===== src/rtl/fwd_pkg.sv =====
// fwd_pkg: shared types and sizing helpers for the forwarding scoreboard.
// Contents: slot_t (one in-flight destination entry), FWD_RF select value,
//           addr_w()/fwd_w() width helpers used for parameter derivation.
package fwd_pkg;

  // Upper bound on register address width carried in a slot (up to 256 regs).
  localparam int MAX_ADDR_W = 8;

  // Forward select value meaning "read the register file".
  localparam int FWD_RF = 0;

  typedef struct packed {
    logic                  vld;
    logic [MAX_ADDR_W-1:0] rd;
    logic                  is_load;
  } slot_t;

  function automatic int addr_w(input int num_regs);
    return (num_regs > 1) ? $clog2(num_regs) : 1;
  endfunction

  function automatic int fwd_w(input int wb_age);
    return (wb_age > 0) ? $clog2(wb_age + 1) : 1;
  endfunction

endpackage


===== src/rtl/fwd_scoreboard_lookup.sv =====
// sb_lookup: combinational youngest-match search over the scoreboard slots.
// Ports: i_slots (age 0 = youngest), i_addr/i_use (source operand),
//        o_hit, o_age (age of youngest matching slot), o_is_load.
module sb_lookup
  import fwd_pkg::*;
#(
  parameter int WB_AGE = 2,
  parameter int ADDR_W = 5,
  parameter int AGE_W  = 2
) (
  input  slot_t [WB_AGE-1:0] i_slots,
  input  logic [ADDR_W-1:0]  i_addr,
  input  logic               i_use,
  output logic               o_hit,
  output logic [AGE_W-1:0]   o_age,
  output logic               o_is_load
);

  logic [MAX_ADDR_W-1:0] w_key;
  logic                  w_active;

  assign w_key    = MAX_ADDR_W'(i_addr);
  // x0 is hardwired zero: never matched even if a slot somehow held it.
  assign w_active = i_use && (i_addr != '0);

  // Scan oldest to youngest so the youngest match is the last to assign.
  always_comb begin
    o_hit     = 1'b0;
    o_age     = '0;
    o_is_load = 1'b0;
    for (int k = WB_AGE - 1; k >= 0; k--) begin
      if (w_active && i_slots[k].vld && (i_slots[k].rd == w_key)) begin
        o_hit     = 1'b1;
        o_age     = AGE_W'(k);
        o_is_load = i_slots[k].is_load;
      end
    end
  end

endmodule


===== src/rtl/fwd_scoreboard.sv =====
// fwd_scoreboard: RAW hazard / forwarding scoreboard beside the ID stage.
// Ports: i_id_vld, i_rs*_addr/_use, i_rd_addr/_wren, i_is_load, i_flush in;
//        o_stall (combinational), o_fwd_rs1/2 (registered, used by EX next cycle),
//        o_stall_cnt/o_fwd_cnt (perf counters, live only with SCOREBOARD_PERF_EN).
module fwd_scoreboard
  import fwd_pkg::*;
#(
  parameter int NUM_REGS = 32,
  parameter int WB_AGE   = 2,
  parameter int LOAD_AGE = 2,
  parameter int ADDR_W   = addr_w(NUM_REGS),  // derived
  parameter int FWD_W    = fwd_w(WB_AGE)      // derived
) (
  input  logic              i_clk,
  input  logic              i_rst,
  input  logic              i_id_vld,
  input  logic [ADDR_W-1:0] i_rs1_addr,
  input  logic [ADDR_W-1:0] i_rs2_addr,
  input  logic              i_rs1_use,
  input  logic              i_rs2_use,
  input  logic [ADDR_W-1:0] i_rd_addr,
  input  logic              i_rd_wren,
  input  logic              i_is_load,
  input  logic              i_flush,
  output logic              o_stall,
  output logic [FWD_W-1:0]  o_fwd_rs1,
  output logic [FWD_W-1:0]  o_fwd_rs2,
  output logic [31:0]       o_stall_cnt,
  output logic [31:0]       o_fwd_cnt
);

  slot_t [WB_AGE-1:0] r_slots;
  logic [FWD_W-1:0]   r_fwd_rs1;
  logic [FWD_W-1:0]   r_fwd_rs2;

  logic               w_hit1, w_hit2;
  logic               w_ld1, w_ld2;
  logic [FWD_W-1:0]   w_age1, w_age2;
  logic               w_haz1, w_haz2;
  logic [FWD_W-1:0]   w_sel1, w_sel2;
  logic               w_issue;
  logic               w_alloc;
  slot_t              w_new_slot;

  sb_lookup #(.WB_AGE(WB_AGE), .ADDR_W(ADDR_W), .AGE_W(FWD_W)) u_lookup_rs1 (
    .i_slots  (r_slots),
    .i_addr   (i_rs1_addr),
    .i_use    (i_rs1_use),
    .o_hit    (w_hit1),
    .o_age    (w_age1),
    .o_is_load(w_ld1)
  );

  sb_lookup #(.WB_AGE(WB_AGE), .ADDR_W(ADDR_W), .AGE_W(FWD_W)) u_lookup_rs2 (
    .i_slots  (r_slots),
    .i_addr   (i_rs2_addr),
    .i_use    (i_rs2_use),
    .o_hit    (w_hit2),
    .o_age    (w_age2),
    .o_is_load(w_ld2)
  );

  // A producer at age k today sits at age k+1 when the consumer reaches EX;
  // a load is only forwardable once that age reaches LOAD_AGE.
  assign w_haz1 = w_hit1 && w_ld1 && ((int'(w_age1) + 1) < LOAD_AGE);
  assign w_haz2 = w_hit2 && w_ld2 && ((int'(w_age2) + 1) < LOAD_AGE);

  assign w_sel1 = w_hit1 ? (w_age1 + FWD_W'(1)) : FWD_W'(FWD_RF);
  assign w_sel2 = w_hit2 ? (w_age2 + FWD_W'(1)) : FWD_W'(FWD_RF);

  // Flush overrides both stall and issue.
  assign o_stall = i_id_vld && !i_flush && (w_haz1 || w_haz2);
  assign w_issue = i_id_vld && !i_flush && !o_stall;
  assign w_alloc = w_issue && i_rd_wren && (i_rd_addr != '0);

  always_comb begin
    w_new_slot         = '0;
    w_new_slot.vld     = 1'b1;
    w_new_slot.rd      = MAX_ADDR_W'(i_rd_addr);
    w_new_slot.is_load = i_is_load;
  end

  // Slots age unconditionally, so stalls release without a handshake.
  always_ff @(posedge i_clk or posedge i_rst) begin
    if (i_rst) begin
      r_slots <= '0;
    end else begin
      r_slots[0] <= w_alloc ? w_new_slot : '0;
      for (int k = 1; k < WB_AGE; k++) begin
        r_slots[k] <= r_slots[k-1];
      end
    end
  end

  always_ff @(posedge i_clk or posedge i_rst) begin
    if (i_rst) begin
      r_fwd_rs1 <= '0;
      r_fwd_rs2 <= '0;
    end else begin
      r_fwd_rs1 <= w_issue ? w_sel1 : FWD_W'(FWD_RF);
      r_fwd_rs2 <= w_issue ? w_sel2 : FWD_W'(FWD_RF);
    end
  end

  assign o_fwd_rs1 = r_fwd_rs1;
  assign o_fwd_rs2 = r_fwd_rs2;

`ifdef SCOREBOARD_PERF_EN
  logic [31:0] r_stall_cnt;
  logic [31:0] r_fwd_cnt;

  always_ff @(posedge i_clk or posedge i_rst) begin
    if (i_rst) begin
      r_stall_cnt <= '0;
      r_fwd_cnt   <= '0;
    end else begin
      if (o_stall) begin
        r_stall_cnt <= r_stall_cnt + 32'd1;
      end
      if (w_issue && ((w_sel1 != '0) || (w_sel2 != '0))) begin
        r_fwd_cnt <= r_fwd_cnt + 32'd1;
      end
    end
  end

  assign o_stall_cnt = r_stall_cnt;
  assign o_fwd_cnt   = r_fwd_cnt;
`else
  assign o_stall_cnt = 32'd0;
  assign o_fwd_cnt   = 32'd0;
`endif

endmodule


===== config.mk =====
export PLATFORM = sky130hd
export DESIGN_NAME = fwd_scoreboard
export DESIGN_NICKNAME = d
export VERILOG_FILES = /design/src/rtl/fwd_pkg.sv /design/src/rtl/fwd_scoreboard_lookup.sv /design/src/rtl/fwd_scoreboard.sv
export SDC_FILE = /design/constraint.sdc
export NUM_CORES = 1
export LEC_CHECK = 0
export ABC_CLOCK_PERIOD_IN_PS = 4600
export CORE_MARGIN = 5
export CORE_UTILIZATION = 38
export DETAILED_ROUTE_END_ITERATION = 7
export PLACE_DENSITY = 0.91
export SYNTH_ARGS = -nofsm -noshare
export SYNTH_HDL_FRONTEND = slang
export SYNTH_SLANG_ARGS = --single-unit

===== constraint.sdc =====
create_clock -name i_clk -period 4.6 [get_ports i_clk]
set_input_delay 0.92 -clock i_clk [delete_from_list [all_inputs] [get_ports i_clk]]
set_output_delay 0.92 -clock i_clk [all_outputs]
set_load 0.005 [all_outputs]

; ---- Word-level counts from Yosys, hierarchy flattened
; Index checks and enable logic that the tools add are counted.
[op_classes]
eq_ne = 4
n_reduce_logical = 25
muxes = 17
addsub = 4
n_lt_le_gt_ge = 2
[ops]
columns = cell, n
row1 = $eq A8 B5 Y1, 4
row2 = $logic_and A1 B1 Y1, 19
row3 = $reduce_bool A5 Y1, 3
row4 = $mux W1, 12
row5 = $mux W10, 1
row6 = $mux W2, 4
row7 = $add A2 B1 Y3 const B, 2
row8 = $lt A3 B2 Y1 const B, 2
row9 = $add A2 B1 Y2 const B, 2
row10 = $logic_not A1 Y1, 2
row11 = $logic_or A1 B1 Y1, 1
[totals]
register_bits = 24
in_bits = 23
wordCells = 60
out_inout_bits = 69

; ---- Depth between registers and ports, before layout
[depth]
word_depth = 16
ltp_mapped = 5

; ---- Hierarchy
; Synthesis repeated with hierarchy kept, for this count alone.
[unflattened]
hier_cells = 165
area_unflattened_um2 = 1501.4
[modules_own_cells]
columns = module, seq_area_each_um2, area_each_um2, cells_each, n_inst
row1 = fwd_scoreboard, 450.4, 1121.1, 113, 1
row2 = sb_lookup, 0.0, 190.2, 26, 2

; ---- Worst setup path after synthesis
; No wires, ideal clock.
[synth_path]
path_kind = input to output
start = in i_rs1_addr[4]
end = out o_stall
setup_slack_ns = 1.618
required_ns = 3.680
path_stages = 5
arrival_ns = 2.062
path_buffers = 0
path_cell_list = or4_4 -> o21ai_2 -> nor3_2 -> o21a_4 -> and2_1
[synth_between]
elab_chain_cells = 11
[synth_lines]
columns = element, line
row1 = "start, declared", fwd_scoreboard.sv:17  ; input logic [ADDR_W-1:0] i_rs1_addr,
row2 = $reduce_bool A5 Y1, fwd_scoreboard_lookup.sv:24  ; assign w_active = i_use && (i_addr != '0);
row3 = $logic_and A1 B1 Y1, fwd_scoreboard_lookup.sv:24
row4 = $logic_and A1 B1 Y1 (2 in series), fwd_scoreboard_lookup.sv:32  ; if (w_active && i_slots[k].vld && (i_slots[k].rd == w_key)) begin
row5 = $mux W1 (2 in series), fwd_scoreboard_lookup.sv:32
row6 = $add A2 B1 Y3, fwd_scoreboard.sv:65  ; assign w_haz1 = w_hit1 && w_ld1 && ((int'(w_age1) + 1) < LOAD_AGE);
row7 = $lt A3 B2 Y1, fwd_scoreboard.sv:65
row8 = $logic_and A1 B1 Y1 (*), fwd_scoreboard.sv:65
row9 = $logic_or A1 B1 Y1 (*), fwd_scoreboard.sv:72  ; assign o_stall = i_id_vld && !i_flush && (w_haz1 || w_haz2);
row10 = $logic_and A1 B1 Y1 (*), fwd_scoreboard.sv:72
row11 = "end, declared", fwd_scoreboard.sv:25  ; output logic o_stall,
; Every way passes the cells marked *; elsewhere a longest branch is shown, timed or not.

; ---- Worst setup path in the final report
; Same ends and word-level chain as after synthesis.

==> results.ini <==
[global_routing]
grt_remaining_overflow=0
grt_pass1_wl_um=3950
use_met1_pct=11.2
met3_usage_pct=2.46
antenna_found_initial=0
grt_pass1_vias=857
gr-max-usage-layer=met2
grt_max_degree=18
grt_util_met2_pct=16.5
track_usage_pct=9.89

[critical_path]
crit_path_max_fanout=8
slowest_stage=or4_4
start_kind=input pin
path_class=in2out
reg2reg_from=r_slots[5]$_DFF_PP0_
cpPeakStageDelay_ns=0.56
crit_path_end=o_stall
regToRegEndpoint=r_slots[0]$_DFF_PP0_
cp.required_ns=3.68
crit_chain=clkdlybuf4s50_1, or4_4, o21ai_2, nor3_2, o21a_4, and2_1, clkdlybuf4s50_1
r2r_setup_slack_ns=3.09
path_depth=7
cp.buffers_inverters=2
r2r_cells=5
crit_family=buffers and inverters
startpoint=i_rs1_addr[4]
critPathCaptureType=primary output
worst_path_most_repeated_cell=clkdlybuf4s50_1
crit_arrival_ns=3.11

[detailed_routing]
drtPass1Iterations=4
vias=828
drt_iter0_markers=18
antenna_left=0
wl_per_cell_um=11.2
drc_errors=0
finalWirelength_um=2440
vias_per_cell=3.82

[timing]
maxSlewHeadroom_pct=61.1
fin_crit_sh_pct=87.6
report.final.slew_viol_count=0
grt_setup_unrepaired=false
hold_viol=0
worstMarginPinSlew_ns=0.583
tns_ns=0
period_needed_ns=4.03
finalClockSkew_ns=0.00192
max_freq_mhz=248
setup_violations=0

[power]
powerDensity_nw_per_um2=198
leakage_nw=0.694
ir_worst_vdd_mv=0.0663
p_total_mw=0.288

[place]
numPortBuffers=27
dp.cells=213
dpl_cell_area_sq_um=1430
place.gp.congestion=0.882
hpwl_um=2130

[synth]
yosysTopAreaCell=buf_4
synthTopCellsByArea=buf_4, dfrtp_1, xnor2_1
syn_avg_cell_area_sq_um=9.55
yosysWarnings=0
ys_seq_area_share_pct=31.6
yosys.cell_types.count=23
synth_compound_area_share_pct=4.28
syn_inst=141
synthMuxAreaShare_pct=0
ys_ff_latch=17
synth_top_area_share_pct=35.7
syn_area_sq_um=1350
synth_top_family_by_area=buffers and inverters
synth_xor_area_share_pct=13.0
yosys.area_share.simple_pct=14.6
synthAdderAreaFrac_pct=0

[finish]
stdcell_count=217
final_common_cell=conb_1
layout_common_cells=conb_1, clkdlybuf4s50_1, dfrtp_1, xnor2_1, xor2_1
n_antenna_cell=0
nets=195
drive_gt1_share_pct=7.60
syn2layout_area_growth_pct=8.46
fin_area_sq_um=1460

[clock_network]
cts_tree=built
cts_setup_buffers=0
hold_buffers=0
clk_latency_ns=0.27
cts_resized=0
numCtsBuffers=3
clk_path_buf_depth=2
clock_sinks=17
clk_pin_slew_ns=0.08
clockRootBuffer=clkbuf_4
htreeDepth=1

[floorplanning]
rows=21
fp.dieH_um=69.5
floorplan.initialDensity_pct=39.7
die_area_sq_um=4830
die_w_um=69.5
io_pins=92
core_area_sq_um=3390

[run]
drv_cap=0

[status]
status=complete, no violations

[min_path]
hold_path.class=reg2reg

==> sequential cells by signal, indices dropped and copies added (netlist names) <==
register	flops
o_fwd_rs1	2
r_slots	13
o_fwd_rs2	2
==> power breakdown <==
group | switching, mW | total (mW) | internal [mW] | leakage (nW)
Clock | 0.0379 | 0.0715 | 0.0336 | 0.0150
Combinational | 0.0336 | 0.0612 | 0.0276 | 0.445
Sequential | 0.00332 | 0.156 | 0.152 | 0.234
Total | 0.0748 | 0.288 | 0.214 | 0.694
==> cell usage after synthesis, drive strengths merged <==
master and n:
nand4 4, xnor2 12, inv 1, xor2 8, and2 1, nor4 2
conb 1, a2111oi 2, buf 65, o21a 1, nand2 3, nand3 5
nor3b 2, nor2 5, o21ai 3, or4 3, dfrtp 17, nor2b 1
nor3 4, nand2b 1
==> layer usage <==
| metal | vias up | share of wire, % | wire, um |
|---|---|---|---|
| li1 | 397 | - | - |
| met1 | 371 | 37 | 903 |
| met2 | 54 | 49 | 1200 |
| met3 | 6 | 11 | 271 |
| met4 | 0 | 2.5 | 60 |
| met5 | - | 0 | 0 |
==> cells by family after synthesis <==
logic type | count (synthesis)
AO/OA/AOI/OAI | 6
XOR/XNOR | 20
flip-flops | 17
buffers and inverters | 66
AND/OR/NAND/NOR | 31
other | 1
==> worst min path at each step <==
stage | start | endpoint | cells after the start
2_1_floorplan | r_slots[9]$_DFF_PP0_ | r_slots[19]$_DFF_PP0_ | 0
3_3_place_gp | r_slots[9]$_DFF_PP0_ | r_slots[19]$_DFF_PP0_ | 0
3_5_place_dp | r_slots[9]$_DFF_PP0_ | r_slots[19]$_DFF_PP0_ | 0
4_1_cts | r_slots[9]$_DFF_PP0_ | r_slots[19]$_DFF_PP0_ | 0
5_1_grt | r_slots[9]$_DFF_PP0_ | r_slots[19]$_DFF_PP0_ | 0
6_report | r_slots[9]$_DFF_PP0_ | r_slots[19]$_DFF_PP0_ | 0
==> stage by stage <==
| step | utilization [%] | setup WS [ns] | hold WS [ns] |
|---|---|---|---|
| 4_1_cts | 43.1 | 0.560 | 0.424 |
| 3_3_place_gp | 42.3 | 0.594 | 0.397 |
| 6_report | 43.1 | 0.570 | 0.436 |
| 2_1_floorplan | - | 1.62 | 0.374 |
| 3_5_place_dp | 42.3 | 0.564 | 0.404 |
| 5_1_grt | 43.1 | 0.513 | 0.455 |
==> area by class of cell <==
class | count | area, sq um
clock buffers | 4 | 26.3
fillers | 339 | 1930
inverters | 1 | 3.75
multi-input cells | 121 | 669
flip-flops and latches | 17 | 425
well taps | 46 | 57.6
repair buffers | 28 | 278
(Power assumes the default switching activity.)
